### src/rtl/knockout_trigger_multi.sv
// Pipelined multi-channel instruction-match trigger for the knockout debug path.
// Define KNOCKOUT_TRIG_MASK_EN to honour trig_mask; otherwise compare is exact.
module knockout_trigger_multi #(
  parameter int WIDTH = 32,
  parameter int CHUNK = 4,
  parameter int NCH   = 2,
  parameter int CNT_W = 8,
  localparam int CH_W = (NCH > 1) ? $clog2(NCH) : 1
) (
  input  logic                 clk,
  input  logic                 rst,
  input  logic [NCH*WIDTH-1:0] inst,
  input  logic [NCH-1:0]       inst_valid,
  input  logic [WIDTH-1:0]     trig_val,
  input  logic [WIDTH-1:0]     trig_mask,
  input  logic [CNT_W-1:0]     trig_thresh,
  input  logic                 arm,
  input  logic                 clear,
  output logic                 armed,
  output logic                 trig,
  output logic                 trig_pulse,
  output logic [CH_W-1:0]      trig_ch,
  output logic [CNT_W-1:0]     match_cnt
);

  localparam int NCHUNK = WIDTH / CHUNK;
  localparam int NGRP   = (NCHUNK + 3) / 4;
  localparam int PC_W   = 4;
  localparam int SUM_W  = CNT_W + PC_W;

  typedef enum logic [1:0] {
    S_IDLE,
    S_ARMED,
    S_FIRED
  } state_t;

  logic [NCH-1:0][NCHUNK-1:0] eq1_d;
  logic [NCH-1:0][NCHUNK-1:0] eq1;
  logic [NCH-1:0][NGRP-1:0]   eq2_d;
  logic [NCH-1:0][NGRP-1:0]   eq2;
  logic [NCH-1:0]             v1;
  logic [NCH-1:0]             v2;
  logic [NCH-1:0]             hit;
  logic [4*NGRP-1:0]          pad;
  logic [CHUNK-1:0]           ic;
  logic [CHUNK-1:0]           tc;

`ifndef KNOCKOUT_TRIG_MASK_EN
  logic unused_mask;
  assign unused_mask = ^trig_mask;
`endif

  always_comb begin
    eq1_d = '0;
    ic    = '0;
    tc    = '0;
    for (int c = 0; c < NCH; c++) begin
      for (int k = 0; k < NCHUNK; k++) begin
        ic = inst[c*WIDTH+k*CHUNK +: CHUNK];
        tc = trig_val[k*CHUNK +: CHUNK];
`ifdef KNOCKOUT_TRIG_MASK_EN
        eq1_d[c][k] =
          ~|((ic ^ tc) & trig_mask[k*CHUNK +: CHUNK]);
`else
        eq1_d[c][k] = (ic == tc);
`endif
      end
    end
  end

  // Last group is padded with ones so a partial group reduces cleanly.
  always_comb begin
    eq2_d = '0;
    pad   = '1;
    for (int c = 0; c < NCH; c++) begin
      pad = '1;
      pad[NCHUNK-1:0] = eq1[c];
      for (int g = 0; g < NGRP; g++)
        eq2_d[c][g] = &pad[g*4 +: 4];
    end
  end

  always_ff @(posedge clk or posedge rst) begin
    if (rst) begin
      eq1 <= '0;
      v1  <= '0;
      eq2 <= '0;
      v2  <= '0;
    end else begin
      eq1 <= eq1_d;
      v1  <= inst_valid;
      eq2 <= eq2_d;
      v2  <= v1;
    end
  end

  always_comb begin
    hit = '0;
    for (int c = 0; c < NCH; c++)
      hit[c] = v2[c] & (&eq2[c]);
  end

  logic [PC_W-1:0]  n_hit;
  logic [CH_W-1:0]  lo_ch;
  logic [SUM_W-1:0] sum;
  logic [CNT_W-1:0] sum_sat;

  always_comb begin
    n_hit = '0;
    lo_ch = '0;
    for (int c = NCH - 1; c >= 0; c--) begin
      if (hit[c]) begin
        n_hit = n_hit + PC_W'(1);
        lo_ch = CH_W'(c);
      end
    end
    sum     = SUM_W'(match_cnt) + SUM_W'(n_hit);
    sum_sat = (|sum[SUM_W-1:CNT_W]) ? '1 : sum[CNT_W-1:0];
  end

  state_t           state_q;
  state_t           state_d;
  logic [CNT_W-1:0] thr_q;
  logic [CNT_W-1:0] thr_d;
  logic [CNT_W-1:0] cnt_d;
  logic [CH_W-1:0]  ch_d;
  logic             pulse_d;

  always_comb begin
    state_d = state_q;
    cnt_d   = match_cnt;
    thr_d   = thr_q;
    ch_d    = trig_ch;
    pulse_d = 1'b0;
    unique case (state_q)
      S_IDLE: begin
        if (arm && !clear) begin
          state_d = S_ARMED;
          cnt_d   = '0;
          thr_d   = (trig_thresh == '0) ? CNT_W'(1)
                                        : trig_thresh;
        end
      end
      S_ARMED: begin
        if (clear) begin
          state_d = S_IDLE;
        end else begin
          cnt_d = sum_sat;
          if (sum_sat >= thr_q) begin
            state_d = S_FIRED;
            ch_d    = lo_ch;
            pulse_d = 1'b1;
          end
        end
      end
      S_FIRED: begin
        if (clear) state_d = S_IDLE;
        else       cnt_d   = sum_sat;
      end
      default: state_d = S_IDLE;
    endcase
  end

  always_ff @(posedge clk or posedge rst) begin
    if (rst) begin
      state_q    <= S_IDLE;
      match_cnt  <= '0;
      thr_q      <= '0;
      trig_ch    <= '0;
      trig_pulse <= 1'b0;
    end else begin
      state_q    <= state_d;
      match_cnt  <= cnt_d;
      thr_q      <= thr_d;
      trig_ch    <= ch_d;
      trig_pulse <= pulse_d;
    end
  end

  assign armed = (state_q == S_ARMED);
  assign trig  = (state_q == S_FIRED);

endmodule

### config.mk
export PLATFORM = sky130hd
export DESIGN_NAME = knockout_trigger_multi
export DESIGN_NICKNAME = d
export VERILOG_FILES = /design/src/rtl/knockout_trigger_multi.sv
export SDC_FILE = /design/constraint.sdc
export NUM_CORES = 1
export LEC_CHECK = 0
export ABC_AREA = 1
export CAP_MARGIN = 20
export CORE_UTILIZATION = 31
export CTS_BUF_LIST = sky130_fd_sc_hd__clkbuf_2
export DETAILED_ROUTE_END_ITERATION = 6
export PLACE_DENSITY = 0.69
export SYNTH_ARGS = -nofsm -noshare
export SYNTH_HDL_FRONTEND = slang
export SYNTH_SLANG_ARGS = --single-unit
### constraint.sdc
create_clock -name clk -period 2.9 [get_ports clk]
set_clock_uncertainty 0.2 [all_clocks]
set_input_delay 0.58 -clock clk [delete_from_list [all_inputs] [get_ports clk]]
set_output_delay 0.58 -clock clk [all_outputs]
set_load 0.05 [all_outputs]
==> impl_metrics.csv <==
group,metric,value,unit
route,viasPerCell,4.54,
sta,tns,-599,ps
power_and_ir_drop,vdd_ir_drop_max,0.134,mV
global_route,grt_max_degree,30,
sta,hold_viol_final,0,
finish,regArea,1100,um2
global_route,antenna_found_initial,0,
finish,fin_cells,596,
floorplanning,start_util,32.4,%
yosys,synthMuxAreaShare,0,%
sta,fin_crit_sh,106,%
floorplanning,core.rowCount,34,
sta,period_minus_slack,3080,ps
yosys,synth_nets,504,
power_and_ir_drop,p_leak,1.97,nW
floorplanning,core_area,8810,um2
clocking,clkLatencyLatePin,400,ps
place,dp_cells,583,
critical_path,critical_path_class,"flop to flop",
yosys,yosys.area_share.xor_xnor,9.83,%
finish,fill_cells,842,
place,routabilityCongestion,0.865,
floorplanning,die_w,97.9,um
hold_path,hold_path_class,"flop to flop",
place,pre_cts_ws,-257,ps
finish,fin_area,4470,um2
global_route,track_usage,14.8,%
finish,n_antenna_cell,0,
critical_path,rrSetupSlack,-180,ps
floorplanning,ioPinCount,154,
route,vias,2707,
route,route.detailed.drc,4,
critical_path,r2r_end,"trig_ch",
yosys,synth-simple-area-share,28.2,%
route,wl_per_cell,11.1,um
critical_path,reg2regPathDepth,21,
clocking,clock_sinks,44,
yosys,synthCells,345,
hold_path,whs_path_depth,0,
power_and_ir_drop,power.density,380,nW/um2
yosys,yosys.area_share.adder,7.72,%
yosys,synth_area,2850,um2
yosys,ys_seq_elements,44,
run_status,failed_checks,"design-rule violations, negative setup slack",
sta,rsz0062_at_grt,"true",
critical_path,endpoint_kind,"flop",
hold_path,hold_start,"v1[0]",
global_route,grt_pass1_wl,11600,um
floorplanning,die-height,97.9,um
clocking,cts_max_level,2,
run_status,status,"finished with violations",
flow_run,maxCapViolCount,0,
finish,syn2layout_area_growth,56.9,%
sta,tightest_slew,569,ps
yosys,yosys_warnings,0,
clocking,cts_inserted_buffers,5,
global_route,grt-ovfl-total,0,
route,drt_pass1_iterations,6,
sta,fmax,324,MHz
clocking,clk_pin_slew,220,ps
floorplanning,die_area,9590,um2
route,drt_iter0_markers,37,
clocking,cts_max_path_buffers,2,
yosys,yosys-top-cells-area,"dfrtp_1 39%, nand2_1 13%, xnor2_1 9.8%",
route,drtAntennaViolNets,0,
yosys,synth_top_family_by_area,"simple AND/OR/NAND/NOR gates",
place,io_buffer_count,121,
sta,finalSetupViolCount,4,
place,hpwl,5570,um
yosys,synth_top_area_share,38.6,%
sta,drv_slew,0,
yosys,synth_compound_area_share,9.96,%
critical_path,arrival,3220,ps
finish,drive_above_1_share,19.1,%
critical_path,start_kind,"flop",
clocking,root_buffer,"clkbuf_2",
place,postPlaceCellArea,4310,um2
sta,whs,179,ps
sta,setup_slack,-184,ps
yosys,synth.distinct_cells,34,
critical_path,reg2reg_from,"v2[1]",
critical_path,critPathMaxFanout,2,
finish,multi_input_area,1710,um2
hold_path,hold_end,"v2[0]",
yosys,yosysTopAreaCell,"dfrtp_1",
yosys,avgSynthCellArea,8.27,um2
route,wl,6620,um
finish,final_nets,646,
yosys,seq_area_frac_synth,38.6,%
sta,relSlewSlack,62.0,%
clocking,cts_tree,"built",
critical_path,required,3030,ps
global_route,grt_pass1_vias,2749,
through the flow:
stage               utilization [%]  power, mW
floorplan                         -       1.15
global placement               48.9       1.41
detailed placement             48.9       1.43
CTS                            50.3       1.71
global route                   50.8       1.84
finish                         50.8       1.70
sequential cells by signal, summed over array words and instances, names as in the netlist:
register and flops:
match_cnt 8, v1 2, v2 2, pad 8, eq1 8, state_q 2
eq2 4, trig_pulse 1, trig_ch 1, thr_q 8
final cells by class:
class | instances | share of cell area [%]
Clock buffer | 5 | 0.559
Clock inverter | 3 | 0.420
Inverter | 40 | 3.52
Multi-Input combinational cell | 260 | 38.2
Sequential cell | 44 | 24.6
Tap cell | 108 | 3.02
Timing Repair Buffer | 136 | 29.7
cells by family (layout without fill, tap and decap cells):
kind of cell / Yosys count / in the layout
and+or+nand+nor: 170 / 170
DFF: 44 / 44
AOI/OAI and AO/OA: 41 / 41
buffers and inverters: 41 / 184
xor gates and xnor gates: 32 / 32
adders and majority gates: 17 / 17
timing repair:
action,4_1_cts,5_1_grt
hold buffers,0,0
pin swaps,3,2
buffers inserted,3,2
endpoints found under the hold margin,0,0
gates resized for setup,10,8
endpoints found under the setup margin,4,4
power by group:
part / switching (mW) / internal, mW
registers: 0.0285 / 0.685
logic: 0.389 / 0.338
clock network: 0.203 / 0.0558
total: 0.620 / 1.08
worst max-delay path: stages, from the launching register on:
cell     delay (ps)
dfrtp_1         420
and3_4          190
ha_4            270
ha_4            120
inv_2            30
fa_2            360
nor2_4          130
buf_4           120
inv_1            40
a21oi_2         150
inv_1            50
ha_1            260
nand2_1          80
nor2_1           50
nor2_1           80
nand2_1         100
nand2_2          90
nand2_2          60
nand2_2          80
inv_2            40
nand2_2          40
nand2_1          40
Yosys cell counts, drive strengths merged:
cell type	count
nand2	104
dfrtp	44
inv	40
or2	32
xnor2	32
nor2	19
a221oi	16
ha	16
o21ai	14
nand3	10
a21oi	6
nor3	2
o22ai	2
a21o	1
a2bb2oi	1
and3	1
buf	1
fa	1
nand4	1
nor4	1
o21bai	1
cells in the final DEF (no fill, tap or decap), types with 2 or more instances in the layout:
cell type	instances
nor2_2	3
a221oi_1	16
o21ai_0	10
xnor2_1	32
buf_4	14
nand3_2	4
o21ai_2	2
dfrtp_1	44
ha_4	4
o21ai_1	2
nor2_1	14
nand2_4	2
a21oi_2	3
inv_1	32
inv_2	6
o22ai_1	2
nor2_4	2
nand2_1	96
nand2_2	5
clkbuf_2	5
a21oi_1	3
clkinvlp_4	2
clkdlybuf4s50_1	121
nand3_1	5
ha_1	12
or2_2	32
worst max path at each step:
stage | from | endpoint | cells after the start
2_1_floorplan | v2[1] | trig_ch | 20
3_3_place_gp | v2[1] | trig_ch | 21
3_5_place_dp | eq2[0] | trig_ch | 22
4_1_cts | v2[1] | trig_ch | 22
5_1_grt | v2[0] | state_q[1] | 20
6_report | v2[1] | trig_ch | 21
layer usage:
layer	up-vias	global-route usage, %	wire [um]
met1	1214	16.2	2600
li1	1396	-	-
met4	0	4.31	95
met3	10	3.36	409
met2	87	28.1	3520
met5	-	0	0
(Power assumes the default switching activity.)
